[src/rtl/spi_pkg.sv]
// Shared definitions for the SPI command sequencer: FSM states, statusreg layout, divider codes.
package spi_pkg;

    typedef enum logic [2:0] {
        StIdle,
        StLaunch,
        StWaitDone,
        StRelease,
        StRespond
    } seq_state_e;

    localparam int unsigned StatWidth  = 6;
    localparam int unsigned StatOp     = 0;
    localparam int unsigned StatFbo    = 1;
    localparam int unsigned StatDivLsb = 2;
    localparam int unsigned StatDivMsb = 4;
    localparam int unsigned StatEn     = 5;

    // Codes 101..111 also select 1:16 on the master side.
    typedef enum logic [2:0] {
        Div1  = 3'b000,
        Div2  = 3'b001,
        Div4  = 3'b010,
        Div8  = 3'b011,
        Div16 = 3'b100
    } spi_div_e;

    function automatic logic [StatWidth-1:0] pack_status(input logic       en,
                                                         input logic [2:0] div,
                                                         input logic       fbo,
                                                         input logic       op);
        logic [StatWidth-1:0] s;
        s                        = '0;
        s[StatEn]                = en;
        s[StatDivMsb:StatDivLsb] = div;
        s[StatFbo]               = fbo;
        s[StatOp]                = op;
        return s;
    endfunction

endpackage

[src/rtl/spi_cmd_fifo.sv]
// Synchronous command FIFO; pointers carry one extra wrap bit so full/empty need no counter.
module spi_cmd_fifo #(
    parameter int unsigned Width = 8,
    parameter int unsigned Depth = 4
) (
    input  logic             spi_clk_i,
    input  logic             spi_rst_ni,
    input  logic             push_i,
    input  logic [Width-1:0] wdata_i,
    input  logic             pop_i,
    output logic [Width-1:0] rdata_o,
    output logic             full_o,
    output logic             empty_o
);

    localparam int unsigned AddrW = $clog2(Depth);

    logic [Width-1:0] mem_q [Depth];
    logic [AddrW:0]   wptr_q;
    logic [AddrW:0]   rptr_q;
    logic             do_push;
    logic             do_pop;

    assign full_o  = (wptr_q[AddrW] != rptr_q[AddrW]) &&
                     (wptr_q[AddrW-1:0] == rptr_q[AddrW-1:0]);
    assign empty_o = (wptr_q == rptr_q);
    assign do_push = push_i && !full_o;
    assign do_pop  = pop_i && !empty_o;
    assign rdata_o = mem_q[rptr_q[AddrW-1:0]];

    always_ff @(posedge spi_clk_i or negedge spi_rst_ni) begin
        if (!spi_rst_ni) begin
            wptr_q <= '0;
            rptr_q <= '0;
        end else begin
            if (do_push) begin
                wptr_q <= wptr_q + {{AddrW{1'b0}}, 1'b1};
            end
            if (do_pop) begin
                rptr_q <= rptr_q + {{AddrW{1'b0}}, 1'b1};
            end
        end
    end

    always_ff @(posedge spi_clk_i) begin
        if (do_push) begin
            mem_q[wptr_q[AddrW-1:0]] <= wdata_i;
        end
    end

endmodule

[src/rtl/spi_cmd_sequencer.sv]
// Feeds buffered command bytes to the SPI master one transaction at a time and returns
// each 2-word reply (or a watchdog timeout) over a valid/ready port.
module spi_cmd_sequencer
    import spi_pkg::*;
#(
    parameter int unsigned DATA_WIDTH     = 8,
    parameter int unsigned FIFO_DEPTH     = 4,
    parameter int unsigned TIMEOUT_CYCLES = 4096
) (
    input  logic                    spi_clk_i,
    input  logic                    spi_rst_ni,
    input  logic [DATA_WIDTH-1:0]   cmd_data_i,
    input  logic                    cmd_valid_i,
    output logic                    cmd_ready_o,
    input  logic                    cfg_fbo_i,
    input  logic [2:0]              cfg_div_i,
    input  logic                    cfg_enable_i,
    output logic [2*DATA_WIDTH-1:0] rsp_data_o,
    output logic                    rsp_timeout_o,
    output logic                    rsp_valid_o,
    input  logic                    rsp_ready_i,
    output logic                    busy_o,
    output logic [DATA_WIDTH-1:0]   spi_data_o,
    output logic [StatWidth-1:0]    spi_statusreg_o,
    input  logic                    spi_doneflag_i,
    input  logic [2*DATA_WIDTH-1:0] spi_rsp_data_i
);

    localparam int unsigned WdW = $clog2(TIMEOUT_CYCLES);
    localparam logic [WdW-1:0] WdLast = WdW'(TIMEOUT_CYCLES - 1);

    seq_state_e              state_q, state_d;
    logic [DATA_WIDTH-1:0]   spi_data_q, spi_data_d;
    logic                    fbo_q, fbo_d;
    logic [2:0]              div_q, div_d;
    logic                    en_q, en_d;
    logic                    timed_out_q, timed_out_d;
    logic [WdW-1:0]          wdog_q, wdog_d;
    logic [2*DATA_WIDTH-1:0] rsp_data_q, rsp_data_d;
    logic                    rsp_timeout_q, rsp_timeout_d;
    logic                    rsp_valid_q, rsp_valid_d;

    logic                    fifo_full;
    logic                    fifo_empty;
    logic                    fifo_pop;
    logic [DATA_WIDTH-1:0]   fifo_rdata;
    logic                    stat_op;
    logic                    stat_en;

    assign cmd_ready_o = !fifo_full;

    spi_cmd_fifo #(
        .Width (DATA_WIDTH),
        .Depth (FIFO_DEPTH)
    ) u_cmd_fifo (
        .spi_clk_i  (spi_clk_i),
        .spi_rst_ni (spi_rst_ni),
        .push_i     (cmd_valid_i && cmd_ready_o),
        .wdata_i    (cmd_data_i),
        .pop_i      (fifo_pop),
        .rdata_o    (fifo_rdata),
        .full_o     (fifo_full),
        .empty_o    (fifo_empty)
    );

    always_comb begin
        state_d       = state_q;
        spi_data_d    = spi_data_q;
        fbo_d         = fbo_q;
        div_d         = div_q;
        en_d          = en_q;
        timed_out_d   = timed_out_q;
        wdog_d        = wdog_q;
        rsp_data_d    = rsp_data_q;
        rsp_timeout_d = rsp_timeout_q;
        rsp_valid_d   = rsp_valid_q;
        fifo_pop      = 1'b0;

        unique case (state_q)
            StIdle: begin
                if (cfg_enable_i && !fifo_empty) begin
                    fifo_pop    = 1'b1;
                    spi_data_d  = fifo_rdata;
                    fbo_d       = cfg_fbo_i;
                    div_d       = cfg_div_i;
                    en_d        = 1'b1;
                    timed_out_d = 1'b0;
                    state_d     = StLaunch;
                end
            end
            StLaunch: begin
                wdog_d  = '0;
                state_d = StWaitDone;
            end
            StWaitDone: begin
                // Done wins over a coinciding watchdog expiry.
                if (spi_doneflag_i) begin
                    state_d = StRelease;
                end else if (wdog_q == WdLast) begin
                    timed_out_d = 1'b1;
                    en_d        = 1'b0;
                    state_d     = StRelease;
                end else begin
                    wdog_d = wdog_q + WdW'(1);
                end
            end
            StRelease: begin
                rsp_data_d    = timed_out_q ? '1 : spi_rsp_data_i;
                rsp_timeout_d = timed_out_q;
                rsp_valid_d   = 1'b1;
                state_d       = StRespond;
            end
            StRespond: begin
                if (rsp_ready_i) begin
                    rsp_valid_d = 1'b0;
                    state_d     = StIdle;
                end
            end
            default: state_d = StIdle;
        endcase
    end

    always_ff @(posedge spi_clk_i or negedge spi_rst_ni) begin
        if (!spi_rst_ni) begin
            state_q       <= StIdle;
            spi_data_q    <= '0;
            fbo_q         <= 1'b0;
            div_q         <= '0;
            en_q          <= 1'b0;
            timed_out_q   <= 1'b0;
            wdog_q        <= '0;
            rsp_data_q    <= '0;
            rsp_timeout_q <= 1'b0;
            rsp_valid_q   <= 1'b0;
        end else begin
            state_q       <= state_d;
            spi_data_q    <= spi_data_d;
            fbo_q         <= fbo_d;
            div_q         <= div_d;
            en_q          <= en_d;
            timed_out_q   <= timed_out_d;
            wdog_q        <= wdog_d;
            rsp_data_q    <= rsp_data_d;
            rsp_timeout_q <= rsp_timeout_d;
            rsp_valid_q   <= rsp_valid_d;
        end
    end

    // Decoded from reset-cleared state so the operation bit drops with reset, not a clock later.
    always_comb begin
        stat_op         = (state_q == StLaunch) || (state_q == StWaitDone);
        stat_en         = (state_q == StIdle) ? (en_q && cfg_enable_i) : en_q;
        spi_statusreg_o = pack_status(stat_en, div_q, fbo_q, stat_op);
    end

    assign busy_o        = (state_q != StIdle);
    assign spi_data_o    = spi_data_q;
    assign rsp_data_o    = rsp_data_q;
    assign rsp_timeout_o = rsp_timeout_q;
    assign rsp_valid_o   = rsp_valid_q;

endmodule
[config.mk]
export PLATFORM = sky130hd
export DESIGN_NAME = spi_cmd_sequencer
export DESIGN_NICKNAME = d
export VERILOG_FILES = /design/src/rtl/spi_pkg.sv /design/src/rtl/spi_cmd_fifo.sv /design/src/rtl/spi_cmd_sequencer.sv
export SDC_FILE = /design/constraint.sdc
export NUM_CORES = 1
export LEC_CHECK = 0
export CAP_MARGIN = 20
export CORE_UTILIZATION = 50
export CTS_CLUSTER_SIZE = 28
export DETAILED_ROUTE_END_ITERATION = 10
export PLACE_DENSITY = 0.77
export SYNTH_ARGS = -nofsm -noshare
export SYNTH_HDL_FRONTEND = slang
export SYNTH_SLANG_ARGS = --single-unit
[constraint.sdc]
create_clock -name spi_clk_i -period 3.3 [get_ports spi_clk_i]
set_input_delay 0.33 -clock spi_clk_i [delete_from_list [all_inputs] [get_ports spi_clk_i]]
set_output_delay 0.33 -clock spi_clk_i [all_outputs]
set_load 0.005 [all_outputs]
==> results of run 1 <==
[cell families after synthesis]
kind of cell / count (synthesis) / synth area share, %
compound gates: 53 / 9.110
fa+ha+maj: 6 / 1.995
mux: 25 / 10.37
simple gates: 88 / 11.30
xor+xnor: 9 / 2.095
flops: 85 / 60.77
buf+inv: 30 / 4.355
[flip-flops by register name, summed over array words and instances, names as in the netlist]
name	flops
rsp_valid_o	1
div_q	3
u_cmd_fifo.mem_q	32
fbo_q	1
u_cmd_fifo.rptr_q	3
spi_data_o	8
rsp_timeout_o	1
wdog_q	12
state_q	3
timed_out_q	1
en_q	1
rsp_data_o	16
u_cmd_fifo.wptr_q	3
[synthesized netlist by cell type, drive strengths merged (8+ instances only)]
| cell type | number |
|---|---|
| clkbuf | 8 |
| and2 | 8 |
| dfrtp | 53 |
| mux2 | 14 |
| nand2 | 27 |
| mux4 | 8 |
| nor2 | 30 |
| edfxtp | 32 |
| o21ai | 17 |
| buf | 11 |
| inv | 11 |
[per-stage QoR]
step                std cells  setup slack (ps)
floorplan                 296              1441
global placement          447              1264
detailed placement        447              1171
CTS                       463              1032
global route              463             978.3
finish                    463              1033
[worst register-to-register path, stage by stage, from the launching register on]
cell,delay [ps]
dfrtp_1,640
xnor2_1,210
a31oi_1,460
and2_1,470
[cell usage in the layout, fill, tap and decap left out, types with 8 or more instances in the layout]
cell type and count:
and2_1 8, mux2_2 8, o21ai_0 17, dfrtp_1 53, inv_1 11, clkbuf_8 9, edfxtp_1 32, nand2_1 27
nor2_1 30, clkdlybuf4s50_1 66, mux4_2 8
[final cells by class]
cell class	count	area (µm²)	share of cell area, %
inverter	11	41.29	0.8878
clock buffer	9	123.9	2.663
tap	99	123.9	2.663
timing repair buffer	71	695.7	14.96
sequential	85	2287	49.18
clock inverter	7	66.31	1.426
multi-input combinational	181	1313	28.22
[metal layers]
layer  GRT usage (%)  share of wire, %
met2           32.87                48
met5               0                 0
met3           4.198               5.2
met4           11.58               2.3
met1           26.87                45
[power by group]
group	leakage, nW	internal [mW]	switching (mW)
logic	0.839	0.908	0.701
registers	0.956	1.45	0.230
clock network	0.0903	0.344	0.363
[final timing paths]
| kind | start | to | depth (start not counted) | slack [ps] |
|---|---|---|---|---|
| max | state_q[0] | spi_statusreg_o[5] | 3 | 1030 |
| min | spi_rst_ni | rsp_data_o[1] | 1 | 40 |
| max reg2reg | u_cmd_fifo.rptr_q[1] | u_cmd_fifo.mem_q[3][3] | 3 | 1180 |
| min reg2reg | rsp_data_o[6] | rsp_data_o[6] | 2 | 480 |
| max in group asynchronous | spi_rst_ni | rsp_data_o[9] | 2 | 2490 |
| min in group spi_clk_i | rsp_data_o[6] | rsp_data_o[6] | 2 | 480 |
==> metrics.cfg, run 1 <==
[outcome]
status=finished clean

[route]
num_vias=2503
antenna_left=0
avgRoutedWirePerCell_um=16.42
drt_pass1_iterations=4
drc_errors=0
first_iter_violations=107
via_per_inst=5.406
drt-total-wl_um=7602

[place]
io_buffers=67
placed_cell_area_um2=4461
dp_hpwl_um=5351
gp_congestion=0.7900

[die]
initial_core_util_pct=51.89
rows=31
dieArea_um2=7878
chipWidth_um=88.76
die-height_um=88.76
io_pins=68
coreArea_um2=7253

[global_routing]
grt_remaining_overflow=0
grt_first_pass_wirelength_um=11790
grt_antenna_before_repair=0
grt_start_max_net_pins=35
track_usage_pct=20.74
grt_pass1_vias=2390

[clock_tree]
cts_setup_buffers=0
tritoncts=done
h-tree-depth=3
ctsResizeCount=0
clock-sinks=85
cts_made_buffers=9
clkTransAtPathRegs_ps=80
cts_buffer_depth=2
cts_hold_buffers=0
clkLatencyLatePin_ps=350
root_buffer=clkbuf_8

[synth]
yosys_warnings=0
synthCells=296
ys_seq_area_share_pct=60.77
synth.area.top_cells=dfrtp_1 35%, edfxtp_1 26%, mux4_2 4.8%, nor2_1 3.0%, nand2_1 2.7%
async_flop_share_pct=62.35
ys_ff_latch=85
synth-edff-count=32
synth_top_cell_by_area=dfrtp_1
synth_cell_types=47
syn_avg_cell_area_um2=12.71
syn_area_um2=3764
dominantRegCellSynth=dfrtp_1
synth_nets=336
synth_top_area_share_pct=35.24

[timing]
finalHoldViolCount=0
finalSetupTns_ps=0
final.min_clock_period_ps=2267
tightest_slew_ps=849.7
fin_skew_ps=11.72
rsz0062_at_grt=false
fmax_ghz=0.4411
slew_headroom_pct=43.21
period_share_pct=68.70
slew_viol_final=0
setup_viol=0
whs_ps=43.60

[worst_setup_path]
path_buf_inv=1
path_cells=or3_4 -> o21a_1 -> clkdlybuf4s50_1
critPathCaptureType=output pin
cpMaxStageDelayCell=dfrtp_1
cpLargestDelayFamily=flip-flops
arrival_ps=1940
slowest_delay_ps=500
critical_path.startpoint_type=flip-flop
critPathRequiredTime_ps=2970
path_max_fanout=11
worstSetupPathType=flip-flop to output pin

[final_layout]
post-route-util_pct=64.12
nets=399
area_growth_pct=23.57
antenna_cells=0
num-fill-cells=549
drive_above_1_share_pct=12.64
final_area_um2=4651

[power_and_ir_drop]
peakVddDrop_mv=0.4091
leakage_nw=1.885
power.density_nw_per_um2=858.9
finalPower_mw=3.994

[hold_path]
hold_path_class=input pin to asynchronous set/reset pin

[run]
drv_cap=0

(Power assumes the default switching activity.)
==> run 2, diff against run 1 <==
- CORE_UTILIZATION: 50 -> 47
- PLACE_DENSITY: 0.77 -> 0.76
- clock period: 3.3 -> 1.9 ns (I/O delays scaled with it)
==> run 2 against run 1 <==
Against the previous run: sequential power rose by 70%; clock power rose by 80%; highest routed layer unchanged; worst hold slack improved by 380 ps; die area rose by 6.2%; non-clock buffer count rose by 16; clock skew fell by 5.0 ps; final area rose by 3.6%; register-to-register slack got worse by 1100 ps; power rose by 81%.
==> metrics.cfg, run 2 (synthesis results as in run 1) <==
[hold_path]
hold_path_class=input pin to flip-flop
min_delay_path_depth=3

[timing]
finalSetupTns_ps=0  ; unchanged
final.min_clock_period_ps=1805
whs_ps=423.7  ; +380.1 ps
fmax_ghz=0.5539
slew_viol_final=0  ; unchanged
finalHoldViolCount=0  ; unchanged
tightest_slew_ps=663.4  ; -186.3 ps
slew_headroom_pct=55.68  ; +12 points
rsz0062_at_grt=false
fin_skew_ps=6.690  ; -5.030 ps
fin_ws_ps=94.77  ; -938.1 ps
setup_viol=0  ; unchanged
period_share_pct=95.01

[worst_setup_path]
reg2reg_depth=4  ; +1
slowest_delay_ps=420  ; -80 ps
worstSetupPathType=flip-flop to flip-flop
path_cells=or3_4 -> a311o_1 -> buf_12 -> mux2_4
critical_path.startpoint_type=flip-flop
path_max_fanout=15  ; +4
cpMaxStageDelayCell=a311o_1
critPathCaptureType=flip-flop
critPathRequiredTime_ps=2140  ; -830 ps
arrival_ps=2040  ; +100 ps

[final_layout]
antenna_cells=0  ; unchanged
nets=415  ; +4.0%
mostFrequentLayoutCell=clkdlybuf4s50_1
largest_reg_flops=32  ; unchanged
drive_above_1_share_pct=17.37  ; +4.7 points
area_growth_pct=27.99
layout_common_cells=63 x clkdlybuf4s50_1, 52 x dfrtp_1, 32 x edfxtp_1

[run]
drv_cap=0  ; unchanged

[route]
via_per_inst=5.189  ; -4.0%
drt-total-wl_um=7217  ; -5.1%
drt_pass1_iterations=4  ; unchanged
antenna_left=0  ; unchanged
num_vias=2501  ; -0.080%
first_iter_violations=91  ; -15%
drc_errors=0  ; unchanged
avgRoutedWirePerCell_um=14.97  ; -8.8%

[clock_tree]
tritoncts=done
clkTransAtPathRegs_ps=90  ; about the same
clkLatencyLatePin_ps=350  ; about the same
cts_made_buffers=9  ; unchanged
root_buffer=clkbuf_8
h-tree-depth=3  ; unchanged
clock-sinks=85  ; unchanged
cts_buffer_depth=2  ; unchanged

[global_routing]
grt_antenna_before_repair=0  ; unchanged
track_usage_pct=18.72  ; -2.0 points
grt_first_pass_wirelength_um=12070  ; +2.3%
grt_remaining_overflow=0  ; unchanged
grt_pass1_vias=2446  ; +2.3%
grt_start_max_net_pins=54  ; +54%

[power_and_ir_drop]
leakage_nw=1.990  ; +5.6%
peakVddDrop_mv=0.9382  ; +130%
power.density_nw_per_um2=1503  ; +75%
finalPower_mw=7.242  ; +81%

[die]
die-height_um=91.49  ; +3.1%
io_pins=68  ; unchanged
initial_core_util_pct=48.70  ; -3.2 points
chipWidth_um=91.49  ; +3.1%
coreArea_um2=7727  ; +6.5%
dieArea_um2=8370  ; +6.2%
rows=32  ; +3.2%

[outcome]
status=finished clean

[place]
gp_congestion=0.8292  ; +5.0%
io_buffers=67  ; unchanged
dp_hpwl_um=4957  ; -7.4%
dp_slack_ps=92.68  ; -1079 ps

[run 2: cell count changes in the layout (fill, tap and decap cells not counted), sizes merged]
cell           delta
dlymetal6s2s      +1
dlygate4sd3       +1
dlygate4sd2       +2
clkdlybuf4s50     -3
inv               +2
clkinv            -2
buf              +15
clkinvlp          -1
clkbuf            +1
[run 2: final cells by class]
cell class,instances,area [µm²]
inverter,11,41.29
timing repair buffer,87,830.8
tap,102,127.6
fill,589,2910
clock inverter,6,71.32
sequential,85,2288
clock buffer,10,127.6
multi-input combinational,181,1330
[run 2: power by group]
| part | internal (mW) | switching, mW |
|---|---|---|
| Clock | 0.622 | 0.651 |
| Combinational | 1.80 | 1.33 |
| Sequential | 2.52 | 0.330 |
| Total | 4.94 | 2.31 |
[run 2: path summary, 6_finish.rpt]
kind | slack [ps] | startpoint | endpoint
setup / recovery | 90 | state_q[1] | spi_data_o[3]
hold / removal | 420 | spi_rsp_data_i[12] | rsp_data_o[12]
setup reg to reg | 90 | state_q[1] | spi_data_o[3]
hold reg to reg | 480 | rsp_data_o[12] | rsp_data_o[12]
max in group asynchronous | 940 | spi_rst_ni | u_cmd_fifo.wptr_q[0]
min in group asynchronous | 490 | spi_rst_ni | rsp_data_o[0]
[run 2: through the flow]
step	instances	util [%]	cell area (µm²)
CTS	480	61.98	4790
floorplan	296	-	3764
finish	482	62.34	4817
detailed placement	462	59.10	4567
global placement	462	59.10	4567
global route	482	62.34	4817
[run 2: what timing repair did]
action	in CTS	in global routing
gates resized for setup	4	3
pin swaps	1	1
buffers inserted	1	2
hold endpoints to repair	53	0
endpoints found under the setup margin	3	6
hold buffers	1	0
[run 2: layer usage]
metal | vias up | global-route usage, % | part of all wire, %
met4 | 0 | 7.143 | 1.5
met5 | - | 0 | 0
li1 | 1211 | - | -
met2 | 61 | 30.08 | 49
met1 | 1222 | 24.54 | 45
met3 | 7 | 4.606 | 4.0
[run 2: critical path: cells and delay by family, from the launching register on]
family	cells	cell delay [ps]
AO/OA/AOI/OAI	1	420
buffers and inverters	1	190
flip-flops	1	400
multiplexers	1	290
AND/OR/NAND/NOR	1	380
